===== config.mk =====
export PLATFORM = sky130hd
export DESIGN_NAME = uart_tx
export DESIGN_NICKNAME = d
export VERILOG_FILES = /design/src/rtl/uart_tx.sv
export SDC_FILE = /design/constraint.sdc
export NUM_CORES = 1
export LEC_CHECK = 0
export ABC_AREA = 1
export BUFFER_PORTS_ARGS = -buffer_cell sky130_fd_sc_hd__buf_2
export CORE_MARGIN = 2
export CORE_UTILIZATION = 53
export CTS_BUF_LIST = sky130_fd_sc_hd__clkbuf_8
export CTS_CLUSTER_SIZE = 40
export DETAILED_ROUTE_END_ITERATION = 16
export GPL_ROUTABILITY_DRIVEN = 0
export GPL_TIMING_DRIVEN = 0
export PLACE_DENSITY = 0.8
export SYNTH_ARGS = -nofsm -noshare
export SYNTH_HDL_FRONTEND = slang
export SYNTH_SLANG_ARGS = --single-unit

===== constraint.sdc =====
create_clock -name clk -period 1.24 [get_ports clk]
set_input_delay 0.248 -clock clk [delete_from_list [all_inputs] [get_ports clk]]
set_output_delay 0.248 -clock clk [all_outputs]
set_load 0.03 [all_outputs]

===== src/rtl/uart_tx.sv =====
// uart_tx: serial UART transmitter.
//
// Serialises one DATA_BITS-wide word per accepted start strobe onto an idle-high line:
// start bit (0), data bits LSB first, optional even-parity bit, one stop bit (1).
// Each bit is held for CLKS_PER_BIT clock cycles.
//
// Optional feature macro: UART_TX_PARITY_EN adds an even-parity bit after the data bits.
//
// Parameters:
//   CLKS_PER_BIT  clock cycles per bit (>= 2)
//   DATA_BITS     data bits per frame (5..8)
// Ports:
//   clk       clock, rising edge
//   rst_n     asynchronous active-low reset
//   tx_start  send request, sampled only while idle
//   tx_data   word to send, captured on the accepting edge
//   tx_out    serial line (registered, idle high)
//   tx_busy   frame in progress (registered)
//   tx_done   one-cycle pulse on frame completion (registered)
module uart_tx #(
  parameter int unsigned CLKS_PER_BIT = 16,
  parameter int unsigned DATA_BITS    = 8
) (
  input  logic                 clk,
  input  logic                 rst_n,
  input  logic                 tx_start,
  input  logic [DATA_BITS-1:0] tx_data,
  output logic                 tx_out,
  output logic                 tx_busy,
  output logic                 tx_done
);

  localparam int unsigned BaudW = (CLKS_PER_BIT > 1) ? $clog2(CLKS_PER_BIT) : 1;
  localparam int unsigned BitW  = $clog2(DATA_BITS + 1);
  localparam logic [BaudW-1:0] BaudLast = BaudW'(CLKS_PER_BIT - 1);
  localparam logic [BitW-1:0]  BitLast  = BitW'(DATA_BITS - 1);

  typedef enum logic [2:0] {
    StIdle   = 3'd0,
    StStart  = 3'd1,
    StData   = 3'd2,
`ifdef UART_TX_PARITY_EN
    StParity = 3'd4,
`endif
    StStop   = 3'd3
  } state_e;

  state_e                 state_q, state_d;
  logic [BaudW-1:0]       baud_q, baud_d;
  logic [BitW-1:0]        bit_q, bit_d;
  logic [DATA_BITS-1:0]   shift_q, shift_d;
  logic                   out_q, out_d;
  logic                   busy_q, busy_d;
  logic                   done_q, done_d;
  logic                   baud_last;
`ifdef UART_TX_PARITY_EN
  // Parity is taken at acceptance because the shift register is consumed during DATA.
  logic                   parity_q, parity_d;
`endif

  assign baud_last = (baud_q == BaudLast);

  always_comb begin
    state_d = state_q;
    baud_d  = baud_q;
    bit_d   = bit_q;
    shift_d = shift_q;
    done_d  = 1'b0;
`ifdef UART_TX_PARITY_EN
    parity_d = parity_q;
`endif

    case (state_q)
      StIdle: begin
        if (tx_start) begin
          state_d = StStart;
          baud_d  = '0;
          bit_d   = '0;
          shift_d = tx_data;
`ifdef UART_TX_PARITY_EN
          parity_d = ^tx_data;
`endif
        end
      end
      StStart: begin
        if (baud_last) begin
          baud_d  = '0;
          state_d = StData;
        end else begin
          baud_d = baud_q + BaudW'(1);
        end
      end
      StData: begin
        if (baud_last) begin
          baud_d  = '0;
          shift_d = shift_q >> 1;
          if (bit_q == BitLast) begin
`ifdef UART_TX_PARITY_EN
            state_d = StParity;
`else
            state_d = StStop;
`endif
          end else begin
            bit_d = bit_q + BitW'(1);
          end
        end else begin
          baud_d = baud_q + BaudW'(1);
        end
      end
`ifdef UART_TX_PARITY_EN
      StParity: begin
        if (baud_last) begin
          baud_d  = '0;
          state_d = StStop;
        end else begin
          baud_d = baud_q + BaudW'(1);
        end
      end
`endif
      StStop: begin
        if (baud_last) begin
          baud_d  = '0;
          state_d = StIdle;
          done_d  = 1'b1;
        end else begin
          baud_d = baud_q + BaudW'(1);
        end
      end
      default: state_d = StIdle;
    endcase

    // Outputs are registered from the next state so the line changes on the same edge
    // as the state.
    case (state_d)
      StStart:  out_d = 1'b0;
      StData:   out_d = shift_d[0];
`ifdef UART_TX_PARITY_EN
      StParity: out_d = parity_d;
`endif
      default:  out_d = 1'b1;
    endcase
    busy_d = (state_d != StIdle);
  end

  always_ff @(posedge clk or negedge rst_n) begin
    if (!rst_n) begin
      state_q <= StIdle;
      baud_q  <= '0;
      bit_q   <= '0;
      shift_q <= '0;
      out_q   <= 1'b1;
      busy_q  <= 1'b0;
      done_q  <= 1'b0;
`ifdef UART_TX_PARITY_EN
      parity_q <= 1'b0;
`endif
    end else begin
      state_q <= state_d;
      baud_q  <= baud_d;
      bit_q   <= bit_d;
      shift_q <= shift_d;
      out_q   <= out_d;
      busy_q  <= busy_d;
      done_q  <= done_d;
`ifdef UART_TX_PARITY_EN
      parity_q <= parity_d;
`endif
    end
  end

  assign tx_out  = out_q;
  assign tx_busy = busy_q;
  assign tx_done = done_q;

endmodule


==> flow_metrics.tcl, run 1 <==
set metrics [dict create \
    status "finished with violations" \
    violations "setup timing" \
    drive_gt1_share_pct 42.6 \
    synth_fp_nets 153 \
    hold_viol 0 \
    core_area_um2 2150 \
    ir_drop_uv 947 \
    p_per_area_nw_per_um2 1040 \
    min_path_type "primary input to register" \
    r2r_slack_ns -0.17 \
    hold_end "shift_q[4]$_DFFE_PN0P_" \
    cp_max_fo 8 \
    insertion_delay_ns 0.26 \
    cts_tree "built" \
    layout.nets 190 \
    synth_area_per_cell_um2 8.44 \
    arrival_ns 1.57 \
    synth-edff-count 0 \
    drtIter0Drc 46 \
    synth_top_area_cell "dfrtp_1" \
    rows 17 \
    synth_area_leaders "dfrtp_1, nand2_1, o21ai_0" \
    yosysSeqAreaShare_pct 46.7 \
    required_ns 1.40 \
    postSynthCellCount 140 \
    min_from "tx_data[4]" \
    netlist_area_um2 1180 \
    yosys.cell_count.top_type "nand2_1" \
    dp_hpwl_um 1770 \
    synthTopCellsByCount "nand2_1, dfrtp_1, o21ai_0, nor2_1, inv_1" \
    instances_no_fill 204 \
    max_cap_violations 0 \
    final-setup-viol-count 14 \
    drc_errors 0 \
    port_buffers 13 \
    grt_usage_pct 25.4 \
    drt-total-wl_um 3120 \
    clkTransAtPathRegs_ns 0.08 \
    final_cell_area_um2 1580 \
    drt-wirelength-per-cell_um 15.3 \
    die_x_um 51.2 \
    worstSetupPathType "register to register" \
    placed_area_um2 1300 \
    r2r_start "state_q[0]$_DFF_PN0_" \
    cts-buffers-inserted 3 \
    cts-root-buf "clkbuf_8" \
    start_util_pct 55.0 \
    die_y_um 51.2 \
    pre_cts_ws_ns -0.249 \
    yosysUniqueCellTypes 29 \
    dieArea_um2 2620 \
    final.period_utilization_pct 114 \
    diodes 0 \
    clock_skew_ns 0.00291 \
    synthArstFlopShare_pct 100 \
    cts.sinks 22 \
    h-tree-depth 1 \
    dp.cells 181 \
    reg2reg_to "bit_q[0]$_DFFE_PN0P_" \
    cts_max_path_buffers 2 \
    reg2reg_depth 9 \
    grt_pass1_wl_um 4890 \
    drv_slew 0 \
    synth_top_area_share_pct 44.5 \
    dr_total_vias 1121 \
    min_period_ns 1.41 \
    synthFlopType "dfrtp_1" \
    overflow 0 \
    setup_ws_ns -0.172 \
    antenna_found_initial 0 \
    holdPathStages 3 \
    yosysWarnings 0 \
    fmax_ghz 0.708 \
    via_per_inst 5.50 \
    cp-start-kind "register" \
    pin_count 14 \
    endpoint_kind "register" \
    ys_ff_latch 22 \
    grt_start_max_net_pins 23 \
    syn2layout_area_growth_pct 33.8 \
    grt_pass1_vias 1115 \
    drt_first_pass_iters 4 \
    p_leak_uw 0.000818 \
    ant_nets 0 \
    rsz0062_at_grt "true" \
]
-- kinds of logic after synthesis --
kind of cell    Yosys count  share of synthesized area (%)
xor+xnor                  1                          0.742
flops                    22                           46.7
buf+inv                  13                           4.77
simple gates             78                           33.8
fa+ha+maj                 2                           2.12
other cells               1                          0.317
compound gates           23                           11.5
-- what timing repair did --
item	in CTS	in global routing
resized for setup	14	16
endpoints found under the hold margin	21	0
setup buffers	12	6
hold buffers	1	0
setup endpoints to repair	17	17
pin swaps	12	7
-- layout make-up --
cell class                      instances  area (um2)
Clock buffer                            4        55.1
Fill cell                             160         568
Multi-Input combinational cell        105         662
Timing Repair Buffer                   32         214
Inverter                               12        47.5
Buffer                                  1        11.3
Tap cell                               28        35.0
Sequential cell                        22         556
-- layout by cell type (no fill, tap or decap), types with 2 or more instances in the layout --
cell / count
nor2_4: 6
dfrtp_1: 18
buf_4: 17
o21ai_0: 8
nand3_2: 2
dfrtp_2: 3
clkbuf_8: 4
a22oi_2: 6
nor2_2: 2
nor2_1: 8
nand3_1: 7
inv_1: 6
o21ai_1: 4
nand2_2: 6
buf_6: 2
inv_2: 5
buf_2: 13
nand4_1: 2
nand2_1: 39
-- sequential cells by signal (all words and copies together) (netlist names) --
| signal | flops |
|---|---|
| shift_q | 8 |
| bit_q | 4 |
| tx_busy | 1 |
| tx_done | 1 |
| tx_out | 1 |
| baud_q | 4 |
| state_q | 3 |
-- worst max-delay path, stage by stage (launching register included) --
cell	delay (ns)
dfrtp_1	0.38
buf_6	0.15
nor2_4	0.13
nand2_4	0.10
nor2_8	0.14
nor2_4	0.07
nor2_2	0.11
nand2_2	0.09
nand2_1	0.07
nand2_1	0.06
-- metal layers --
metal / track usage [%] / wire [um] / vias to the layer above
met1: 29.0 / 1200 / 550
met4: 14.4 / 129 / 0
met2: 45.2 / 1680 / 28
li1: - / - / 530
met3: 3.51 / 111 / 13
met5: 0 / 0 / -
-- where the power goes --
part           internal [uW]  switching, uW  leakage (uW)  total (uW)
clock                    283            230     0.0000288         514
sequential               779           49.4      0.000285         828
combinational            126            173      0.000504         299
total                   1190            453      0.000818        1640
-- how the worst max path moves through the flow --
| stage | start | endpoint | slack (ns) | depth (start not counted) |
|---|---|---|---|---|
| after global placement | baud_q[0]$_DFFE_PN0P_ | bit_q[2]$_DFFE_PN0P_ | -0.16 | 8 |
| after CTS | baud_q[0]$_DFFE_PN0P_ | bit_q[0]$_DFFE_PN0P_ | -0.12 | 8 |
| after floorplan | baud_q[0]$_DFFE_PN0P_ | bit_q[0]$_DFFE_PN0P_ | -0.03 | 8 |
| after detailed placement | baud_q[0]$_DFFE_PN0P_ | bit_q[0]$_DFFE_PN0P_ | -0.25 | 8 |
| final | state_q[0]$_DFF_PN0_ | bit_q[0]$_DFFE_PN0P_ | -0.17 | 9 |
| after global routing | state_q[2]$_DFF_PN0_ | bit_q[1]$_DFFE_PN0P_ | -0.23 | 8 |
-- metrics by stage --
step,util [%],power [uW],hold WS (ns),TNS [ns]
after floorplan,-,983,-0.0476,-0.104
after global placement,60.5,1040,0.230,-1.46
after detailed placement,60.5,1060,0.234,-2.55
after CTS,69.8,1610,0.187,-0.975
after global routing,73.6,1720,0.199,-2.36
final,73.6,1640,0.185,-1.23
(Power assumes the default switching activity.)
==> inputs of run 2 (changes only) <==
CORE_ASPECT_RATIO = 1.25   (was not set)
CORE_UTILIZATION = 30   (was 53)
PLACE_DENSITY = 0.51   (was 0.8)
clock period = 1.3 ns   (was 1.24 ns; I/O delays follow)
==> flow_metrics.tcl, run 2 (synthesized netlist as in run 1, its figures left out) <==
set metrics [dict create \
    dieArea_um2 4460 \
    status "finished with violations" \
    grt_usage_pct 13.1 \
    holdPathStages 3 \
    via_per_inst 4.65 \
    ant_nets 0 \
    diodes 0 \
    slowest_delay_ns 0.47 \
    fmax_ghz 0.756 \
    dp_hpwl_um 1820 \
    largest_reg_flops 8 \
    ir_drop_uv 347 \
    hold_viol 0 \
    reg2reg_to "bit_q[2]$_DFFE_PN0P_" \
    min_path_type "primary input to register" \
    grt_pass1_vias 1063 \
    n_fill_cell 385 \
    cp_slowest_cell "dfrtp_2" \
    cts_max_path_buffers 2 \
    placed_area_um2 1330 \
    cp_max_fo 5 \
    clkTransAtPathRegs_ns 0.08 \
    drt_first_pass_iters 4 \
    p_per_area_nw_per_um2 967 \
    r2r_start "state_q[1]$_DFF_PN0_" \
    grt_start_max_net_pins 23 \
    cp-start-kind "register" \
    dr_total_vias 1060 \
    grt_pass1_wl_um 4450 \
    worstSetupPathType "register to register" \
    cts_tree "built" \
    reg.largest.list "shift_q (8), baud_q (4), bit_q (4)" \
    totalPowerFinal_uw 1540 \
    insertion_delay_ns 0.26 \
    cts.sinks 22 \
    drv_slew 0 \
    max_cap_violations 0 \
    endpoint_kind "register" \
    required_ns 1.51 \
    hold_end "shift_q[7]$_DFFE_PN0P_" \
    start_util_pct 31.2 \
    drt-total-wl_um 2680 \
    p_leak_uw 0.000806 \
    reg2reg_depth 7 \
    port_buffers 13 \
    arrival_ns 1.53 \
    overflow 0 \
    cts-buffers-inserted 3 \
    final-setup-viol-count 7 \
    drtIter0Drc 30 \
    layout_common_cells "nand2_1, dfrtp_1, buf_4, buf_2, o21ai_0" \
    h-tree-depth 1 \
    layout.nets 188 \
    fin_setup_tns_ns -0.0830 \
    die_x_um 60.1 \
    final.period_utilization_pct 102 \
    r2r_slack_ns -0.02 \
    min_from "tx_data[7]" \
    rsz0062_at_grt "true" \
    crit_chain "nor2_4 > nand2_2 > nor2_4 > nor2_2 > nand2_2 > nand2_1 > nand2_1" \
    clock_skew_ns 0.000942 \
    final_cell_area_um2 1600 \
    drive_gt1_share_pct 40.8 \
    die_y_um 74.2 \
    antenna_found_initial 0 \
    drt-wirelength-per-cell_um 11.7 \
    setup_ws_ns -0.0230 \
    final_common_cell "nand2_1" \
    cts-root-buf "clkbuf_8" \
    core_area_um2 3780 \
    regMostFlops "shift_q" \
    violations "setup timing" \
    min_period_ns 1.32 \
    drc_errors 0 \
    syn2layout_area_growth_pct 35.3 \
    rows 25 \
    pin_count 14 \
]
-- run 2: cell types whose count changed in the layout (fill, tap and decap cells not counted), sizes merged --
cell  change
buf       -3
nor2      +1
-- run 2: cell type report --
cell class	count	area, um2	area share (%)
multi-input combinational	106	673	42.1
buffer	1	11.3	0.705
timing repair buffer	29	188	11.7
sequential	22	556	34.8
tap	54	67.6	4.23
inverter	12	47.5	2.98
clock buffer	4	55.1	3.45
-- run 2: worst max-delay path by stage --
stage	depth (start not counted)	slack, ns	endpoint	startpoint
finish	7	-0.02	bit_q[2]$_DFFE_PN0P_	state_q[1]$_DFF_PN0_
global route	7	-0.13	bit_q[2]$_DFFE_PN0P_	state_q[1]$_DFF_PN0_
CTS	8	-0.04	bit_q[0]$_DFFE_PN0P_	bit_q[0]$_DFFE_PN0P_
detailed placement	8	-0.19	bit_q[2]$_DFFE_PN0P_	baud_q[0]$_DFFE_PN0P_
global placement	8	-0.16	bit_q[2]$_DFFE_PN0P_	baud_q[0]$_DFFE_PN0P_
floorplan	8	0.009	bit_q[0]$_DFFE_PN0P_	baud_q[0]$_DFFE_PN0P_
-- run 2: metrics by stage --
stage          instances  utilization, %  hold WS, ns  setup slack (ns)
3_3_place_gp         207            35.0        0.261            -0.161
6_report             228            42.2        0.199           -0.0230
3_5_place_dp         207            35.0        0.266            -0.191
5_1_grt              228            42.2        0.204            -0.127
2_1_floorplan        140               -      -0.0356           0.00908
4_1_cts              226            40.3        0.200           -0.0351
-- run 2: report_power, final --
group	switching, uW	total (uW)	internal [uW]
combinational	156	268	112
sequential	43.3	786	743
clock	221	491	270
total	420	1540	1120
-- run 2: critical path: cells and delay by family, from the launching register on --
kind | cells | cell delay, ns
and+or+nand+nor | 7 | 0.80
DFF | 1 | 0.47
-- run 2: metal layers --
metal  vias up  global-route usage (%)  wire length [um]
li1        531                       -                 -
met1       514                    15.2              1110
met2         8                    23.3              1450
met3         7                    1.74                45
met4         0                    6.67                65
met5         -                       0                 0
-- run 2: timing repair --
action	in CTS	in global routing
hold buffers	1	0
buffers inserted	13	2
pin swaps	8	8
cloned	1	0
endpoints found under the setup margin	16	16
hold endpoints to repair	21	0
gates resized for setup	11	16
